$ cat config.mk
export PLATFORM = sky130hd
export DESIGN_NAME = uart_rx
export DESIGN_NICKNAME = d
export VERILOG_FILES = /design/src/rtl/uart_pkg.sv /design/src/rtl/uart_rx_sync.sv /design/src/rtl/uart_rx.sv
export SDC_FILE = /design/constraint.sdc
export NUM_CORES = 1
export LEC_CHECK = 0
export CAP_MARGIN = 20
export CORE_ASPECT_RATIO = 1.4
export CORE_MARGIN = 10
export CORE_UTILIZATION = 30
export CTS_CLUSTER_DIAMETER = 200
export DETAILED_ROUTE_END_ITERATION = 6
export SETUP_SLACK_MARGIN = 0.5
export SLEW_MARGIN = 40
export SYNTH_ARGS = -nofsm -noshare
export SYNTH_HDL_FRONTEND = slang
export SYNTH_SLANG_ARGS = --single-unit
$ cat constraint.sdc
create_clock -name clk -period 2.3 [get_ports clk]
set_input_delay 0.69 -clock clk [delete_from_list [all_inputs] [get_ports clk]]
set_output_delay 0.69 -clock clk [all_outputs]
set_load 0.01 [all_outputs]
$ cat src/rtl/uart_pkg.sv
// Shared UART definitions: receiver FSM states and the default frame constants
// used by the RX and TX sides and their assertions.
package uart_pkg;

    typedef enum logic [2:0] {
        IDLE   = 3'd0,
        START  = 3'd1,
        DATA   = 3'd2,
        PARITY = 3'd3,
        STOP   = 3'd4
    } rx_state_e;

    localparam int UART_OVERSAMPLE_DEF = 16;
    localparam int UART_DATA_BITS_DEF  = 8;

endpackage

$ cat src/rtl/uart_rx_sync.sv
// Two-flop synchronizer for the asynchronous rxd line; resets to the idle (high) level.
module uart_rx_sync (
    input  logic clk,
    input  logic rst_n,
    input  logic d_i,
    output logic q_o
);

    logic [1:0] sync_q;

    always_ff @(posedge clk or negedge rst_n) begin
        if (!rst_n) sync_q <= 2'b11;
        else        sync_q <= {sync_q[0], d_i};
    end

    assign q_o = sync_q[1];

endmodule

$ cat src/rtl/uart_rx.sv
// UART receiver: oversampled start/data/stop deserializer with a valid/ready holding register.
// Optional parity bit enabled by defining UART_RX_PARITY_EN.
module uart_rx
    import uart_pkg::*;
#(
    parameter int DATA_BITS  = UART_DATA_BITS_DEF,
    parameter int STOP_BITS  = 1,
    parameter int OVERSAMPLE = UART_OVERSAMPLE_DEF,
    parameter int PARITY_ODD = 0
) (
    input  logic                 clk,
    input  logic                 rst_n,
    input  logic                 sample_tick,
    input  logic                 rxd,
    output logic [DATA_BITS-1:0] rx_data,
    output logic                 rx_valid,
    input  logic                 rx_ready,
    output logic                 busy,
    output logic                 frame_err,
    output logic                 parity_err,
    output logic                 overrun
);

    localparam int TW = $clog2(OVERSAMPLE);
    localparam int BW = $clog2(DATA_BITS + 1);

    localparam logic [TW-1:0] TICK_HALF = TW'(OVERSAMPLE / 2 - 1);
    localparam logic [TW-1:0] TICK_LAST = TW'(OVERSAMPLE - 1);
    localparam logic [TW-1:0] TICK_ONE  = TW'(1);
    localparam logic [BW-1:0] DATA_LAST = BW'(DATA_BITS - 1);
    localparam logic [BW-1:0] STOP_LAST = BW'(STOP_BITS - 1);
    localparam logic [BW-1:0] BIT_ONE   = BW'(1);

`ifdef UART_RX_PARITY_EN
    localparam rx_state_e AFTER_DATA = PARITY;
`else
    localparam rx_state_e AFTER_DATA = STOP;
`endif

    if (DATA_BITS < 5 || DATA_BITS > 9 || (STOP_BITS != 1 && STOP_BITS != 2) ||
        OVERSAMPLE < 8 || (OVERSAMPLE % 2) != 0 || (PARITY_ODD != 0 && PARITY_ODD != 1)) begin : g_bad_cfg
        $error("uart_rx: illegal parameter combination");
    end

    logic rxd_s;

    uart_rx_sync u_sync (
        .clk   (clk),
        .rst_n (rst_n),
        .d_i   (rxd),
        .q_o   (rxd_s)
    );

    rx_state_e            state_q, state_d;
    logic [TW-1:0]        tick_q, tick_d;
    logic [BW-1:0]        bit_q, bit_d;
    logic [DATA_BITS-1:0] shift_q, shift_d;
    logic [DATA_BITS-1:0] data_q, data_d;
    logic                 prev_q, prev_d;
    logic                 ferr_q, ferr_d;
    logic                 perr_q, perr_d;
    logic                 done_q, done_d;
    logic                 valid_q, valid_d;
    logic                 frame_err_q, frame_err_d;
    logic                 parity_err_q, parity_err_d;
    logic                 overrun_q, overrun_d;

    always_ff @(posedge clk or negedge rst_n) begin
        if (!rst_n) begin
            state_q      <= IDLE;
            tick_q       <= '0;
            bit_q        <= '0;
            shift_q      <= '0;
            data_q       <= '0;
            prev_q       <= 1'b1;
            ferr_q       <= 1'b0;
            perr_q       <= 1'b0;
            done_q       <= 1'b0;
            valid_q      <= 1'b0;
            frame_err_q  <= 1'b0;
            parity_err_q <= 1'b0;
            overrun_q    <= 1'b0;
        end else begin
            state_q      <= state_d;
            tick_q       <= tick_d;
            bit_q        <= bit_d;
            shift_q      <= shift_d;
            data_q       <= data_d;
            prev_q       <= prev_d;
            ferr_q       <= ferr_d;
            perr_q       <= perr_d;
            done_q       <= done_d;
            valid_q      <= valid_d;
            frame_err_q  <= frame_err_d;
            parity_err_q <= parity_err_d;
            overrun_q    <= overrun_d;
        end
    end

    always_comb begin
        state_d      = state_q;
        tick_d       = tick_q;
        bit_d        = bit_q;
        shift_d      = shift_q;
        prev_d       = prev_q;
        ferr_d       = ferr_q;
        perr_d       = perr_q;
        done_d       = 1'b0;
        data_d       = data_q;
        valid_d      = valid_q;
        frame_err_d  = 1'b0;
        parity_err_d = 1'b0;
        overrun_d    = 1'b0;

        if (sample_tick) begin
            prev_d = rxd_s;
            unique case (state_q)
                IDLE: begin
                    // Edge-triggered so a line held low cannot restart a frame.
                    if (!rxd_s && prev_q) begin
                        state_d = START;
                        tick_d  = '0;
                    end
                end
                START: begin
                    if (tick_q == TICK_HALF) begin
                        tick_d  = '0;
                        bit_d   = '0;
                        ferr_d  = 1'b0;
                        perr_d  = 1'b0;
                        state_d = rxd_s ? IDLE : DATA;
                    end else begin
                        tick_d = tick_q + TICK_ONE;
                    end
                end
                DATA: begin
                    if (tick_q == TICK_LAST) begin
                        tick_d  = '0;
                        shift_d = {rxd_s, shift_q[DATA_BITS-1:1]};
                        if (bit_q == DATA_LAST) begin
                            bit_d   = '0;
                            state_d = AFTER_DATA;
                        end else begin
                            bit_d = bit_q + BIT_ONE;
                        end
                    end else begin
                        tick_d = tick_q + TICK_ONE;
                    end
                end
`ifdef UART_RX_PARITY_EN
                PARITY: begin
                    if (tick_q == TICK_LAST) begin
                        tick_d  = '0;
                        perr_d  = (^{shift_q, rxd_s}) != 1'(PARITY_ODD);
                        state_d = STOP;
                    end else begin
                        tick_d = tick_q + TICK_ONE;
                    end
                end
`endif
                STOP: begin
                    if (tick_q == TICK_LAST) begin
                        tick_d = '0;
                        if (!rxd_s) ferr_d = 1'b1;
                        // Return to IDLE at mid stop bit so the next start edge is never missed.
                        if (bit_q == STOP_LAST) begin
                            bit_d   = '0;
                            done_d  = 1'b1;
                            state_d = IDLE;
                        end else begin
                            bit_d = bit_q + BIT_ONE;
                        end
                    end else begin
                        tick_d = tick_q + TICK_ONE;
                    end
                end
                default: state_d = IDLE;
            endcase
        end

        if (valid_q && rx_ready) valid_d = 1'b0;

        if (done_q) begin
            if (ferr_q || perr_q) begin
                frame_err_d  = ferr_q;
                parity_err_d = perr_q;
            end else if (!valid_q || rx_ready) begin
                data_d  = shift_q;
                valid_d = 1'b1;
            end else begin
                overrun_d = 1'b1;
            end
        end
    end

    assign rx_data    = data_q;
    assign rx_valid   = valid_q;
    assign busy       = (state_q != IDLE);
    assign frame_err  = frame_err_q;
    assign parity_err = parity_err_q;
    assign overrun    = overrun_q;

endmodule

Yosys cells after proc, flatten, opt, wreduce, memory -nomap -nowiden
Index checks and enable logic that the tools add are counted.
{"block": "word_totals", "regBits": 35, "input_bits": 5, "out_inout_bits": 13, "word_cells": 81}
{"block": "op_classes", "add_sub_neg": 2, "eq_ne": 13, "mux": 35, "bitwise": 1, "n_reduce_logical": 18}
{"cell": "$mux W4", "count": 8}
{"cell": "$pmux W4 S3", "count": 2}
{"cell": "$mux W3", "count": 6}
{"cell": "$mux W1", "count": 16}
{"cell": "$ne A2 B2 Y1 const B", "count": 7}
{"cell": "$pmux W3 S4", "count": 1}
{"cell": "$reduce_and A5 Y1", "count": 2}
{"cell": "$reduce_and A3 Y1", "count": 3}
{"cell": "$reduce_bool A3 Y1", "count": 3}
{"cell": "$add A4 B1 Y4 const B", "count": 2}
{"cell": "$eq A4 B3 Y1 const B", "count": 2}
{"cell": "$reduce_and A7 Y1", "count": 1}
{"cell": "$eq A4 B4 Y1 const B", "count": 1}
{"cell": "$logic_not A4 Y1", "count": 1}
{"cell": "$eq A3 B1 Y1 const B", "count": 1}
{"cell": "$eq A3 B2 Y1 const B", "count": 1}
{"cell": "$eq A3 B3 Y1 const B", "count": 1}
{"cell": "$logic_not A3 Y1", "count": 1}
{"cell": "$logic_and A1 B1 Y1", "count": 2}
{"cell": "$logic_not A1 Y1", "count": 2}
{"cell": "$mux W2", "count": 1}
{"cell": "$pmux W1 S2", "count": 1}
{"cell": "$reduce_bool A2 Y1", "count": 1}
{"cell": "$reduce_or A2 Y1", "count": 1}
{"cell": "2 further kinds", "count": 2}

Longest topological paths before layout
Gate-level depths: netlist of run 1.
{"block": "depth", "word_depth": 5, "depth_mapped": 6, "ltp_nobuf": 6}

Hierarchy
Synthesis of run 1 repeated with hierarchy kept, for this count alone.
{"block": "hier_totals", "cells_unflattened": 141, "area_unflattened_um2": 1670.4}
{"module": "uart_rx", "n_inst": 1, "cells_each": 139, "area_per_inst_um2": 1617.8, "seq_area_each_um2": 827.0}
{"module": "uart_rx_sync", "n_inst": 1, "cells_each": 2, "area_per_inst_um2": 52.6, "seq_area_each_um2": 52.6}

Worst setup path before layout of run 1
No wires, ideal clock.
{"block": "synth_path", "path_kind": "reg-to-reg", "start": "reg bit_q[0]", "end": "reg state_q[1]", "setup_ps": 128, "t_arrival_ps": 1770, "setup_slack_ps": 403, "path_stages_with_launch": 7, "n_path_buf": 0, "synth_period_minus_slack_ps": 1897, "path_cell_list": "dfrtp_1 > inv_1 > ha_1 > or3b_4 > a22o_4 > a211oi_4 > mux2_1"}
{"block": "synth_via", "elab_chain_len": 3, "elab_cells_between_ends": 5, "classes_between": "eq/ne (3); reduce/logical (2)"}
{"element": "start, declared", "line_no": "uart_rx.sv:56", "rtl": "logic [BW-1:0] bit_q, bit_d;"}
{"element": "start signal, assigned", "line_no": "uart_rx.sv:86", "rtl": "bit_q <= bit_d;"}
{"element": "$eq A4 B3 Y1 or $logic_not A4 Y1 (tied branches)", "line_no": "uart_rx.sv:140, uart_rx.sv:166"}
{"element": "$ne A2 B2 Y1 (no source line)"}
{"element": "$reduce_and A7 Y1 (no source line) (*)"}
{"element": "end signal, assigned", "line_no": "uart_rx.sv:84", "rtl": "state_q <= state_d;"}
{"element": "end, declared", "line_no": "uart_rx.sv:54", "rtl": "rx_state_e state_q, state_d;"}
Mark *: on every way between the ends. The rest lies on a longest branch, timed or not.
A chain may end at the register's enable or synchronous reset.

Final worst setup path of run 1
{"block": "layout_path", "start": "reg bit_q[0]", "end": "reg state_q[2]"}
Same word-level chain as after synthesis.

==> metrics.txt, run 1 <==
# TYPE chip_impl_metric gauge
chip_impl_info{name="status",value="complete, no violations"} 1
chip_impl_metric{name="mappedNetlistArea",unit="µm²"} 1670
chip_impl_metric{name="coreArea",unit="µm²"} 5450
chip_impl_info{name="yosys.area.top_type",value="dfrtp_1"} 1
chip_impl_info{name="crit_path_launch_type",value="flop"} 1
chip_impl_metric{name="final_antenna_net_count",unit=""} 0
chip_impl_metric{name="fmax",unit="MHz"} 514
chip_impl_metric{name="die_y",unit="µm"} 108
chip_impl_metric{name="nFillCells",unit=""} 554
chip_impl_metric{name="report.final.slew_viol_count",unit=""} 0
chip_impl_metric{name="place_congestion",unit=""} 0.833
chip_impl_info{name="unrepaired_setup_endpoints_after_global_routing",value="true"} 1
chip_impl_metric{name="floorplan.io_pins",unit=""} 18
chip_impl_metric{name="routed_via_density",unit=""} 5.10
chip_impl_info{name="clockRootBuffer",value="clkbuf_8"} 1
chip_impl_metric{name="timing.final.hold_violations",unit=""} 0
chip_impl_metric{name="ys_async_sr_fraction",unit=""} 1.00
chip_impl_metric{name="floorplan.initialDensity",unit=""} 0.307
chip_impl_metric{name="total_number_of_clock_tree_sinks",unit=""} 35
chip_impl_metric{name="yosys_warnings",unit=""} 0
chip_impl_info{name="regToRegStartpoint",value="bit_q[0]"} 1
chip_impl_info{name="synth_top_cells_by_area",value="dfrtp_1, mux2_2, dfstp_2"} 1
chip_impl_metric{name="grt_pass1_vias",unit=""} 1259
chip_impl_metric{name="globalRouteOverflowTotal",unit=""} 0
chip_impl_metric{name="detailedRoute.firstIterationViolations",unit=""} 103
chip_impl_info{name="min-delay-path-class",value="reg2reg"} 1
chip_impl_metric{name="die_x",unit="µm"} 83.1
chip_impl_metric{name="io_buffer_count",unit=""} 16
chip_impl_metric{name="drt_wl_total",unit="mm"} 3.53
chip_impl_info{name="synth_ff_type",value="dfrtp_1"} 1
chip_impl_metric{name="timing.critical_path.required",unit="ns"} 2.47
chip_impl_info{name="tritoncts",value="yes"} 1
chip_impl_info{name="setup.worst_path.class",value="reg2reg"} 1
chip_impl_info{name="timing.critical_path.from",value="bit_q[0]"} 1
chip_impl_metric{name="grt.total_usage",unit=""} 0.0798
chip_impl_metric{name="power_leakage",unit="µW"} 0.00105
chip_impl_metric{name="maxCapViolCount",unit=""} 0
chip_impl_metric{name="power.density",unit="nW/µm²"} 905
chip_impl_metric{name="ctsHoldBuffers",unit=""} 0
chip_impl_metric{name="wire_per_inst",unit="µm"} 14.7
chip_impl_info{name="worstSetupEndpointType",value="flop"} 1
chip_impl_metric{name="maximum_fanout_along_the_worst_path",unit=""} 3
chip_impl_metric{name="post-route-period-util",unit=""} 0.846
chip_impl_metric{name="final_nets",unit=""} 179
chip_impl_metric{name="number_of_levels_in_the_clock_h_tree",unit=""} 2
chip_impl_metric{name="synth.top_cell.area_share",unit=""} 0.478
chip_impl_metric{name="design.die.area",unit="µm²"} 9010
chip_impl_info{name="final_cell_mix",value="dfrtp_1, mux2_2, buf_4, dlygate4sd2_1, nand2_1"} 1
chip_impl_metric{name="multiInputGateArea",unit="µm²"} 816
chip_impl_metric{name="vdd.ir_drop.worst",unit="V"} 0.000510
chip_impl_metric{name="post_synth_num_cell_types",unit=""} 47
chip_impl_metric{name="growth_of_design_area_from_synthesis_to_finish",unit="%"} 30.2
chip_impl_metric{name="finish.instance_area",unit="µm²"} 2180
chip_impl_metric{name="max-clock-path-buffers",unit=""} 2
chip_impl_metric{name="cts_buffers",unit=""} 5
chip_impl_info{name="hold_path.startpoint",value="u_sync.sync_q[0]"} 1
chip_impl_metric{name="pin_count_of_the_biggest_net_entering_global_routing",unit=""} 36
chip_impl_metric{name="clock_transition_at_the_registers_of_the_reported_paths",unit="ns"} 0.07
chip_impl_metric{name="vias",unit=""} 1223
chip_impl_info{name="mostFrequentLayoutCell",value="dfrtp_1"} 1
chip_impl_metric{name="num_rows",unit=""} 32
chip_impl_metric{name="hpwlAfterDp",unit="mm"} 2.40
chip_impl_metric{name="clock_skew",unit="ns"} 0.00574
chip_impl_metric{name="drc",unit=""} 0
chip_impl_metric{name="grt_pass1_wl",unit="mm"} 5.94
chip_impl_metric{name="synth_fp_nets",unit=""} 149
chip_impl_metric{name="worstPathArrival",unit="ns"} 2.12
chip_impl_metric{name="clk_lat_worst_skew",unit="ns"} 0.29
chip_impl_metric{name="final_layout_size_suffix_gt1_frac",unit=""} 0.366
chip_impl_metric{name="setup-violations-final",unit=""} 0
chip_impl_metric{name="seq_area_frac_synth",unit=""} 0.525
chip_impl_metric{name="n_antenna_cell",unit=""} 0
chip_impl_metric{name="grt_antenna_before_repair",unit=""} 0
chip_impl_metric{name="post_synthesis_area_per_instance",unit="µm²"} 11.9
chip_impl_metric{name="setup_tns_final",unit="ns"} 0
chip_impl_metric{name="first_pass_iters",unit=""} 5
chip_impl_metric{name="syn_inst",unit=""} 141
chip_impl_metric{name="min_period",unit="ns"} 1.95
chip_impl_metric{name="post_dp_cell_area",unit="µm²"} 1940
chip_impl_metric{name="synth.ff_latch_count",unit=""} 35
chip_impl_metric{name="synth-edff-count",unit=""} 0
chip_impl_metric{name="seq_area",unit="µm²"} 880
[sequential cells by signal, summed over array words and instances, names as in the netlist]
| signal | flops |
|---|---|
| rx_data | 8 |
| overrun | 1 |
| shift_q | 8 |
| state_q | 3 |
| ferr_q | 1 |
| tick_q | 4 |
| prev_q | 1 |
| u_sync.sync_q | 2 |
| done_q | 1 |
| frame_err | 1 |
| rx_valid | 1 |
| bit_q | 4 |
[area by class of cell]
type	instances	share of cell area
repair buffers	29	0.112
multi-input cells	94	0.374
clock buffers	6	0.0333
flip-flops and latches	35	0.404
clock inverters	2	0.0276
well taps	68	0.0390
inverters	6	0.0103
[final timing paths]
check	end	slack, ns	cells past startpoint
worst min register to register	u_sync.sync_q[1]	0.36	0
worst max register to register	state_q[2]	0.35	6
worst max-delay path	state_q[2]	0.35	6
min in group asynchronous	rx_data[3]	0.81	2
worst min-delay path	u_sync.sync_q[1]	0.36	0
max in group asynchronous	u_sync.sync_q[1]	1.14	2
[report_power, final]
| part | switching, µW | total, µW | internal, µW |
|---|---|---|---|
| combinational | 306 | 587 | 281 |
| sequential | 59.7 | 733 | 673 |
| clock | 219 | 652 | 433 |
[synth_stat cells, types with 3 or more instances]
cell,n
a21oi_1,4
buf_2,3
dfrtp_1,32
dfstp_2,3
ha_1,3
inv_1,6
mux2_2,17
nand2_1,9
nand2b_1,5
nand3_1,4
nor2_1,4
nor3b_1,3
o21ai_0,5
[worst max-delay path, stage by stage (launching register included)]
cell      delay [ns]
dfrtp_1         0.40
inv_2           0.09
ha_4            0.12
or3b_4          0.38
a22o_4          0.27
a211oi_4        0.24
mux2_4          0.33
[per-layer routing]
layer  routed length (µm)  track usage  vias to the layer above
met1                 1430       0.0833                      618
met3                  112       0.0203                       10
met5                    0            0                        -
met2                 1880        0.138                       31
li1                     -            -                      564
met4                  106       0.0561                        0
[logic make-up (layout without fill, tap and decap cells)]
logic type | after synthesis | after routing | synth area share
simple gates | 44 | 44 | 0.157
flops | 35 | 35 | 0.525
compound gates | 24 | 24 | 0.116
mux | 21 | 21 | 0.140
buf+inv | 12 | 43 | 0.0314
fa+ha+maj | 4 | 4 | 0.0284
other cells | 1 | 1 | 0.00224
[per-stage QoR]
step	power, µW	utilization	setup slack [ns]	hold slack, ns	cells
2_1_floorplan	1090	-	0.403	0.345	141
3_3_place_gp	1230	0.357	0.168	0.347	226
3_5_place_dp	1250	0.357	0.0985	0.349	226
4_1_cts	1930	0.391	0.349	0.360	240
5_1_grt	2080	0.400	0.307	0.366	240
6_report	1970	0.400	0.355	0.357	240
[what timing repair did]
item / 4_1_cts / 5_1_grt
gates resized for setup: 23 / 9
pin swaps: 3 / 2
buffers inserted: 6 / 0
setup endpoints to repair: 24 / 16
Power figures use the tool's default switching activity.
==> run 2: changes to the inputs <==
Clock period 2.3 ns to 1.65 ns, I/O delays scaled along.
==> metrics.txt, run 2 (synthesis gave the netlist of run 1 again) <==
# TYPE chip_impl_metric gauge
chip_impl_metric{name="die_y",unit="µm"} 108
chip_impl_info{name="tritoncts",value="yes"} 1
chip_impl_metric{name="stdcell_count",unit=""} 276
chip_impl_metric{name="vdd.ir_drop.worst",unit="V"} 0.000709
chip_impl_metric{name="power.density",unit="nW/µm²"} 1200
chip_impl_metric{name="multiInputGateArea",unit="µm²"} 1030
chip_impl_info{name="violations",value="negative setup slack"} 1
chip_impl_info{name="regToRegStartpoint",value="bit_q[0]"} 1
chip_impl_info{name="crit_chain",value="inv_2, ha_1, or3b_4, a22o_4, a211oi_4, mux2_4"} 1
chip_impl_info{name="min-delay-path-class",value="reg2reg"} 1
chip_impl_metric{name="number_of_levels_in_the_clock_h_tree",unit=""} 2
chip_impl_metric{name="final_layout_size_suffix_gt1_frac",unit=""} 0.625
chip_impl_metric{name="hpwlAfterDp",unit="mm"} 2.71
chip_impl_metric{name="floorplan.io_pins",unit=""} 18
chip_impl_metric{name="finalWorstSetupSlack",unit="ns"} -0.267
chip_impl_metric{name="wire_per_inst",unit="µm"} 15.3
chip_impl_metric{name="timing.critical_path.required",unit="ns"} 1.83
chip_impl_info{name="status",value="complete, but fails checks"} 1
chip_impl_info{name="crit_path_launch_type",value="flop"} 1
chip_impl_metric{name="grt.total_usage",unit=""} 0.0888
chip_impl_metric{name="die_x",unit="µm"} 83.1
chip_impl_metric{name="post-route-util",unit=""} 0.502
chip_impl_metric{name="setup-violations-final",unit=""} 7
chip_impl_info{name="setup.worst_path.class",value="reg2reg"} 1
chip_impl_metric{name="report.final.slew_viol_count",unit=""} 0
chip_impl_metric{name="grt_pass1_wl",unit="mm"} 6.66
chip_impl_info{name="worstSetupEndpointType",value="flop"} 1
chip_impl_metric{name="routed_via_density",unit=""} 4.88
chip_impl_metric{name="growth_of_design_area_from_synthesis_to_finish",unit="%"} 63.2
chip_impl_metric{name="final_nets",unit=""} 215
chip_impl_metric{name="timing.final.hold_violations",unit=""} 0
chip_impl_metric{name="grt_pass1_vias",unit=""} 1337
chip_impl_metric{name="coreArea",unit="µm²"} 5450
chip_impl_metric{name="timing.critical_path.slowest_cell_delay",unit="ns"} 0.39
chip_impl_metric{name="fmax",unit="MHz"} 522
chip_impl_info{name="unrepaired_setup_endpoints_after_global_routing",value="true"} 1
chip_impl_metric{name="globalRouteOverflowTotal",unit=""} 0
chip_impl_info{name="timing.critical_path.from",value="bit_q[0]"} 1
chip_impl_metric{name="first_pass_iters",unit=""} 4
chip_impl_metric{name="power_leakage",unit="µW"} 0.00129
chip_impl_metric{name="total_number_of_clock_tree_sinks",unit=""} 35
chip_impl_metric{name="dp_cells",unit=""} 245
chip_impl_metric{name="num_rows",unit=""} 32
chip_impl_info{name="timing.critical_path.slowest_stage_cell",value="dfrtp_1"} 1
chip_impl_metric{name="io_buffer_count",unit=""} 16
chip_impl_info{name="clockRootBuffer",value="clkbuf_8"} 1
chip_impl_metric{name="max-clock-path-buffers",unit=""} 2
chip_impl_metric{name="drc",unit=""} 0
chip_impl_metric{name="vias",unit=""} 1347
chip_impl_metric{name="design.die.area",unit="µm²"} 9010
chip_impl_info{name="final_cell_mix",value="buf_4, dfrtp_1, mux2_4, buf_6"} 1
chip_impl_metric{name="nFillCells",unit=""} 479
chip_impl_info{name="mostFrequentLayoutCell",value="buf_4"} 1
chip_impl_metric{name="min_period",unit="ns"} 1.92
chip_impl_metric{name="place_congestion",unit=""} 0.827
chip_impl_metric{name="worstPathArrival",unit="ns"} 2.09
chip_impl_metric{name="final_antenna_net_count",unit=""} 0
chip_impl_metric{name="detailedRoute.firstIterationViolations",unit=""} 81
chip_impl_metric{name="maximum_fanout_along_the_worst_path",unit=""} 3
chip_impl_metric{name="post-route-period-util",unit=""} 1.16
chip_impl_metric{name="drt_wl_total",unit="mm"} 4.24
chip_impl_metric{name="maxCapViolCount",unit=""} 0
chip_impl_metric{name="seq_area",unit="µm²"} 881
chip_impl_info{name="hold_path.startpoint",value="u_sync.sync_q[0]"} 1
chip_impl_metric{name="n_antenna_cell",unit=""} 0
chip_impl_metric{name="clock_transition_at_the_registers_of_the_reported_paths",unit="ns"} 0.08
chip_impl_metric{name="ctsHoldBuffers",unit=""} 0
chip_impl_metric{name="pin_count_of_the_biggest_net_entering_global_routing",unit=""} 36
chip_impl_metric{name="cts_buffers",unit=""} 5
chip_impl_metric{name="grt_antenna_before_repair",unit=""} 0
chip_impl_metric{name="floorplan.initialDensity",unit=""} 0.307
chip_impl_metric{name="clock_skew",unit="ns"} 0.00898
chip_impl_metric{name="clk_lat_worst_skew",unit="ns"} 0.29
==> run 2: cell types whose count changed in the layout (fill, tap and decap cells not counted), sizes merged <==
cell,before,now
buf,14,60
bufinv,2,1
clkdlybuf4s50,3,2
clkinv,0,2
dlygate4sd2,12,2
==> run 2: final timing paths <==
kind                            depth (start not counted)                to  slack (ns)
worst min-delay path                                    0  u_sync.sync_q[1]        0.36
min in group asynchronous                               2          bit_q[3]        0.58
max in group asynchronous                               2  u_sync.sync_q[0]        0.82
worst max-delay path                                    6        state_q[2]       -0.27
worst min register to register                          0  u_sync.sync_q[1]        0.36
worst max register to register                          6        state_q[2]       -0.27
==> run 2: per-stage QoR <==
stage | cell area (µm²) | power (µW) | setup TNS [ns] | setup slack (ns) | hold slack [ns]
after floorplan | 1880 | 1720 | -0.556 | -0.247 | 0.199
after global placement | 2280 | 2000 | -4.45 | -0.256 | 0.346
after detailed placement | 2280 | 2020 | -4.99 | -0.302 | 0.353
after CTS | 2500 | 2950 | -0.872 | -0.264 | 0.365
after global routing | 2730 | 3440 | -1.63 | -0.335 | 0.370
final | 2730 | 3280 | -1.22 | -0.267 | 0.361
==> run 2: what timing repair did <==
item,in CTS,in global routing
endpoints found under the setup margin,42,41
setup buffers,9,13
pin swaps,4,8
gates resized for setup,74,19
endpoints found under the hold margin,0,0
gates cloned,0,1
==> run 2: worst max-delay path, delay by kind of cell, from the launching register on <==
kind / cells / cell delay, ns
mux: 1 / 0.33
buf+inv: 1 / 0.06
flops: 1 / 0.39
simple gates: 1 / 0.39
compound gates: 2 / 0.51
fa+ha+maj: 1 / 0.13
==> run 2: routing by layer <==
| layer | routed length, µm | GRT usage | part of all wire | vias up |
|---|---|---|---|---|
| li1 | - | - | - | 637 |
| met1 | 1720 | 0.0985 | 0.41 | 684 |
| met2 | 2300 | 0.155 | 0.54 | 19 |
| met3 | 98 | 0.0181 | 0.023 | 7 |
| met4 | 119 | 0.0512 | 0.028 | 0 |
| met5 | 0 | 0 | 0 | - |
==> run 2: where the power goes <==
part / total (µW) / leakage (µW) / internal (µW) / switching [µW]
Combinational: 1490 / 0.000769 / 819 / 667
Sequential: 1020 / 0.000465 / 940 / 83.0
Clock: 773 / 0.0000581 / 450 / 323
==> run 2: area by class of cell <==
cell class / count / share of cell area
multi-input cells: 94 / 0.378
repair buffers: 65 / 0.219
clock inverters: 3 / 0.0160
inverters: 6 / 0.00824
clock buffers: 5 / 0.0252
flip-flops and latches: 35 / 0.322
well taps: 68 / 0.0311
